--- src/rtl/cfg_chain_param.sv ---
// rtl/cfg_chain_param.sv - parametrised configuration shift chain with parity check and shadowed output
module cfg_chain_param #(
    parameter int               NBITS   = 48,
    parameter int               CNT_W   = $clog2(NBITS + 2),
    parameter logic [NBITS-1:0] RST_CFG = {NBITS{1'b0}}
) (
    input  logic             clk,
    input  logic             reset,
    input  logic             prgm_b,
    input  logic             cb_prgm_b,
    input  logic             cb_prgm_b_in,
    input  logic             bit_in,
    output logic             bit_out,
    output logic [NBITS-1:0] cfg_out,
    output logic             cb_prgm_b_out,
    output logic             cfg_err,
    output logic             busy
);

    typedef enum logic [2:0] {
        S_IDLE,
        S_SHIFT,
        S_CHECK,
        S_DONE,
        S_ERR
    } state_t;

    state_t             state_q, state_d;
    logic [CNT_W-1:0]   count_q, count_d;
    logic [NBITS-1:0]   shift_q, shift_d;
    logic [NBITS-1:0]   cfg_q, cfg_d;
    logic               par_q, par_d;
    logic               done_q, done_d;
    logic               err_q, err_d;
    logic               shift_en;

    assign shift_en = !prgm_b && cb_prgm_b && cb_prgm_b_in;

    always_comb begin
        state_d = state_q;
        count_d = count_q;
        shift_d = shift_q;
        cfg_d   = cfg_q;
        par_d   = par_q;
        done_d  = done_q;
        err_d   = err_q;
        case (state_q)
            S_IDLE: begin
                if (shift_en) begin
                    shift_d = {shift_q[NBITS-2:0], bit_in};
                    count_d = CNT_W'(1);
                    err_d   = 1'b0;
                    state_d = S_SHIFT;
                end
            end
            S_SHIFT: begin
                // Abort has priority; a dropped select/handoff only pauses.
                if (prgm_b) begin
                    count_d = '0;
                    state_d = S_IDLE;
                end else if (shift_en) begin
                    if (count_q == CNT_W'(NBITS)) begin
                        par_d   = bit_in;
                        state_d = S_CHECK;
                    end else begin
                        shift_d = {shift_q[NBITS-2:0], bit_in};
                        count_d = count_q + CNT_W'(1);
                    end
                end
            end
            S_CHECK: begin
                if (((^shift_q) ^ par_q) == 1'b0) begin
                    cfg_d   = shift_q;
                    done_d  = 1'b1;
                    state_d = S_DONE;
                end else begin
                    err_d   = 1'b1;
                    state_d = S_ERR;
                end
            end
            S_DONE: begin
                if (prgm_b) begin
                    done_d  = 1'b0;
                    state_d = S_IDLE;
                end
            end
            S_ERR: begin
                if (prgm_b) begin
                    state_d = S_IDLE;
                end
            end
            default: state_d = S_IDLE;
        endcase
    end

    always_ff @(posedge clk) begin
        if (reset) begin
            state_q <= S_IDLE;
            count_q <= '0;
            shift_q <= '0;
            cfg_q   <= RST_CFG;
            par_q   <= 1'b0;
            done_q  <= 1'b0;
            err_q   <= 1'b0;
        end else begin
            state_q <= state_d;
            count_q <= count_d;
            shift_q <= shift_d;
            cfg_q   <= cfg_d;
            par_q   <= par_d;
            done_q  <= done_d;
            err_q   <= err_d;
        end
    end

    assign bit_out       = shift_q[NBITS-1];
    assign cfg_out       = cfg_q;
    assign cb_prgm_b_out = done_q;
    assign cfg_err       = err_q;
    assign busy          = (state_q == S_SHIFT) || (state_q == S_CHECK);

endmodule

--- config.mk ---
export PLATFORM = sky130hd
export DESIGN_NAME = cfg_chain_param
export DESIGN_NICKNAME = d
export VERILOG_FILES = /design/src/rtl/cfg_chain_param.sv
export SDC_FILE = /design/constraint.sdc
export NUM_CORES = 1
export LEC_CHECK = 0
export ABC_AREA = 0
export ABC_CLOCK_PERIOD_IN_PS = 2120
export CAP_MARGIN = 15
export CORE_MARGIN = 2
export CORE_UTILIZATION = 50
export DETAILED_ROUTE_END_ITERATION = 10
export PLACE_DENSITY = 0.75
export SKIP_CTS_REPAIR_TIMING = 1
export SKIP_LAST_GASP = 1
export SLEW_MARGIN = 10
export SYNTH_ARGS = -nofsm -noshare
export SYNTH_HDL_FRONTEND = slang
export SYNTH_SLANG_ARGS = --single-unit
--- constraint.sdc ---
create_clock -name clk -period 2.12 [get_ports clk]
set_clock_uncertainty 0.15 [all_clocks]
set_input_delay 0.318 -clock clk [delete_from_list [all_inputs] [get_ports clk]]
set_output_delay 0.318 -clock clk [all_outputs]
set_load 0.01 [all_outputs]
# Word-level counts from Yosys, hierarchy flattened
# Index checks and enable logic that the tools add are counted.
# W data, S select, Z words.
classes:
  n_addsub: 1
  eq_ne: 16
  muxes: 23
  bitwise: 3
  n_reduce_logical: 17
ops:
  columns: ["operator", "count"]
  rows:
  - ["$mux W48", 4]
  - ["$pmux W48 S2", 1]
  - ["$reduce_xor A48 Y1", 1]
  - ["$mux W6", 4]
  - ["$mux W3", 6]
  - ["$ne A2 B2 Y1 const B", 7]
  - ["$pmux W3 S4", 1]
  - ["$pmux W6 S2", 1]
  - ["$reduce_and A4 Y1", 3]
  - ["$ne A3 B3 Y1 const B", 3]
  - ["$add A6 B1 Y6 const B", 1]
  - ["$eq A3 B2 Y1 const B", 2]
  - ["$eq A6 B6 Y1 const B", 1]
  - ["$reduce_and A3 Y1", 2]
  - ["$reduce_bool A2 Y1", 3]
  - ["$reduce_and A5 Y1", 1]
  - ["$mux W1", 4]
  - ["$pmux W1 S2", 2]
  - ["$eq A3 B1 Y1 const B", 1]
  - ["$eq A3 B3 Y1 const B", 1]
  - ["$logic_not A3 Y1", 1]
  - ["$logic_and A1 B1 Y1", 2]
  - ["$ne A2 B1 Y1 const B", 1]
  - ["$not A1 Y1", 2]
  - ["5 further kinds", 5]
totals:
  reg_bits: 108
  in_bits: 6
  out_inout_bits: 52

# Depth between registers and ports, before layout
depth:
  depth_word: 6
  depth_mapped: 9

# Worst setup path after synthesis
# OpenSTA, ideal clock, no wires.
synth_path:
  path_kind: "reg2reg"
  startpoint: "register shift_q[10]"
  endpoint: "register state_q[0]"
  setup_ns: 0.079
  t_arrival_ns: 2.023
  path_slack_ns: -0.133
  path_stages_with_launch: 10
  path_buffers: 2
  cell_sequence: "dfxtp_1 -> xor2_1 -> xnor2_1 -> xnor2_1 -> xnor3_1 -> xnor3_2 -> nand2b_4 -> buf_6 -> buf_8 -> a211oi_2"
synth_between:
  elab_chain_cells: 4
synth_lines:
  columns: ["item", "line_no", "source"]
  rows:
  - ["from (decl)", "30", "logic [NBITS-1:0] shift_q, shift_d;"]
  - ["from (signal assigned)", "108", "shift_q <= shift_d;"]
  - ["$reduce_xor A48 Y1", "72", "if (((^shift_q) ^ par_q) == 1'b0) begin"]
  - ["$xor A1 B1 Y1", "72", null]
  - ["$mux W3", "72", null]
  - ["$pmux W3 S4", "47", "case (state_q)"]
  - ["to (signal assigned)", "106", "state_q <= state_d;"]
  - ["to (decl)", "28", "state_t state_q, state_d;"]
# Every way passes these cells.
# A chain may end at the register's enable or synchronous reset.

# Final worst setup path
layout_path:
  startpoint: "register shift_q[13]"
  endpoint: "register cfg_q[26], in the netlist cfg_out[26]"
layout_between:
  elab_chain_cells: 4
layout_lines:
  columns: ["item", "line_no", "source"]
  rows:
  - ["$reduce_xor A48 Y1", "72", null]
  - ["$xor A1 B1 Y1", "72", null]
  - ["$not A1 Y1 (no source line)", null, null]
  - ["$reduce_and A2 Y1 (no source line)", null, null]
  - ["to (signal assigned)", "109", "cfg_q <= cfg_d;"]
  - ["to (decl)", "31", "logic [NBITS-1:0] cfg_q, cfg_d;"]
# Every way passes these cells.

==> key figures <==
Worst hold path
  • Worst hold stages: 2
  • Worst min-delay path class: in -> reg

Worst setup path
  • Worst Setup Start Kind: flip-flop
  • Setup CP Type: reg -> reg
  • Crit-path cells: xor2_2 > xnor2_1 > xnor2_1 > xnor3_1 > xnor3_2 > nand2b_4 > buf_12 > mux2i_1
  • WP depth: 8
  • Most frequent CP cell: xnor2_1
  • CP top delay family: XOR/XNOR gates
  • Crit end category: flip-flop
  • Critical path arrival: 2510 ps
  • Crit-path max FO: 21
  • Worst path max stage delay: 450 ps
  • CP Data Required Time: 2270 ps
  • R2R cell count: 8
  • CP max stage cell: xnor3_1
  • Buffers and inverters on the worst path: 1

Final layout
  • Register area: 2170 um^2
  • Post-route cell area: 6280 um^2
  • Commonest cells after routing, fill and taps aside: 103 x nand2_1, 101 x dfxtp_1, 89 x nand2b_1
  • Filler instances: 808
  • P&R area growth vs syn: 27.6%
  • Antenna Cells: 0
  • Layout Nets: 650
  • Fin util: 65.1%
  • Commonest non-fill, non-tap cell in the layout: nand2_1
  • Area of the multi-input gates: 2610 um^2
  • Layout cell share with drive strength beyond 1: 15.9%

Synthesis
  • Post-synth net total: 554
  • Top_reg_cell synth: dfxtp_1
  • Seq/Total Area, Yosys: 44.0%
  • Post-synth EDFFs: 0
  • Syn Std Cell Area: 4920 um^2
  • Asr flop ratio synth: 0%
  • Syn. warnings: 0
  • Count of different cell masters after synthesis: 38
  • Syn Area/Cell: 9.01 um^2
  • Post-Synthesis Cells: 546
  • #FFs+latches synth: 108

GRT
  • Largest net degree at the start of global routing: 43
  • Grt ovf: 0
  • Initial antenna violation count: 0
  • Global-route wire length before repair: 16200 um
  • Vias in the first global route: 3580
  • GRT Overall Usage: 19.0%

Floorplanning
  • Die Area: 10600 um^2
  • Initial Util: 51.0%
  • Core box area: 9640 um^2
  • FP Rows: 36
  • DIE WIDTH: 103 um
  • Top Ports: 58
  • Die H: 103 um

Clock network
  • Num CTS Buffers: 9
  • CTS root buffer: clkbuf_8
  • TritonCTS clock tree: done
  • Clock-pin slew on the worst setup and hold paths: 100 ps
  • Skew-Pair Late Insertion Delay: 370 ps
  • H-tree levels: 3
  • Sink Count: 108
  • CTS Buffer Depth: 2

STA
  • Final hold vios: 0
  • Final critical-path required period: 2350 ps
  • Max-slew violations: 0
  • Final worst setup slack: -232 ps
  • Final period util: 111%
  • RSZ-0062 raised after global routing: true
  • Final setup vio count: 54
  • Slew @ Worst Pin: 570 ps
  • Fmax: 425 MHz
  • Slew HR: 61.0%

Place
  • Area after DPL: 6000 um^2
  • PortBufs: 57
  • Placer Congestion: 0.805
  • Placed wire-length estimate: 6580 um

Detailed routing
  • First-pass DRT Iterations: 5
  • Vias: 3812
  • DR WL/cell: 12.5 um
  • Total wire length: 9740 um
  • Antenna violation net count after detailed routing: 0
  • Initial DRC count: 90
  • Via density: 4.89
  • DRC viols: 0

Job
  • Max_cap viols: 0

Power
  • P_leak: 2.49 nW
  • Max VDD drop: 415 uV
  • Sw Ratio: 23.1%
  • Sequential Power Share: 61.0%
  • Comb power frac: 4.8%
  • Design Power: 3.34 mW
  • Int Power: 2.57 mW
  • Net Sw Power: 0.771 mW
  • Clk network pwr share: 34.2%
  • Power density cells: 532 nW/um^2

Outcome
  • Outcome: finished with violations
  • Failing checks: setup timing
final cells by class:
| type | instances | share of cell area, % |
|---|---|---|
| Clock buffer | 13 | 2.37 |
| Inverter | 4 | 0.239 |
| Sequential cell | 108 | 34.6 |
| Tap cell | 133 | 2.65 |
| Timing Repair Buffer | 122 | 18.2 |
| Clock inverter | 3 | 0.359 |
| Multi-Input combinational cell | 397 | 41.5 |
registers in the layout (all words and copies together) (netlist names):
signal and flops:
count_q 6, state_q 3, cb_prgm_b_out 1, cfg_out 48, shift_q 48, cfg_err 1, par_q 1
logic make-up after synthesis:
family                   Yosys count  share of synthesized area [%]
XOR/XNOR                          51                           9.82
flip-flops                       108                           44.0
AND/OR/NAND/NOR                  228                           23.5
multiplexers                      49                           9.97
buffers and inverters             41                           4.83
adder cells (fa/ha/maj)            2                          0.509
AO/OA/AOI/OAI                     67                           7.40
power by group through the flow:
stage	registers, mW	logic [mW]	clock network, mW
3_3_place_gp	2.08	0.151	0
3_5_place_dp	2.08	0.155	0
4_1_cts	2.04	0.155	1.18
5_1_grt	2.04	0.172	1.25
2_1_floorplan	2.08	0.101	0
6_report	2.04	0.160	1.14
cells in the mapped netlist (2+ instances only):
cell type | number | share of area (%)
inv_1 | 4 | 0.31
mux2i_1 | 49 | 10
nand2b_1 | 89 | 11
clkbuf_1 | 30 | 2.3
nor3_1 | 2 | 0.20
nor2_1 | 14 | 1.1
or2b_1 | 9 | 1.4
o21ai_0 | 5 | 0.51
xnor2_1 | 38 | 6.8
nand4_1 | 4 | 0.51
buf_12 | 4 | 1.6
ha_1 | 2 | 0.51
nand2_1 | 103 | 7.9
xor2_1 | 10 | 1.8
a21oi_1 | 53 | 5.4
dfxtp_1 | 108 | 44
layer usage:
layer	up-vias	share of wire, %	global-route usage (%)
met5	-	0	0
met1	1785	46	25.2
met4	0	1.4	6.58
li1	1957	-	-
met3	13	3.0	2.96
met2	57	50	31.8
worst reg2reg max path: cells and delay by family (launching register included):
kind	cells	cell delay [ps]
XOR/XNOR	5	1200
flip-flops	1	350
multiplexers	1	220
buffers and inverters	1	200
AND/OR/NAND/NOR	1	170
metrics by stage:
step / instances / setup TNS (ps) / hold WS (ps) / worst slack (ps)
after detailed placement: 763 / -10030 / 313 / -248
after global placement: 763 / -7520 / 311 / -161
after CTS: 779 / -11240 / 211 / -280
after global routing: 780 / -15030 / 255 / -335
after floorplan: 546 / -4740 / 303 / -104
final: 780 / -9810 / 220 / -232
worst paths after layout:
check,startpoint,to,slack (ps)
worst max-delay path,shift_q[13]$_SDFFE_PP0P_,cfg_out[26]$_SDFFE_PP0P_,-230
worst min-delay path,reset,shift_q[9]$_SDFFE_PP0P_,220
worst max register to register,shift_q[13]$_SDFFE_PP0P_,cfg_out[26]$_SDFFE_PP0P_,-230
worst min register to register,cfg_out[10]$_SDFFE_PP0P_,cfg_out[10]$_SDFFE_PP0P_,330
(Power assumes the default switching activity.)
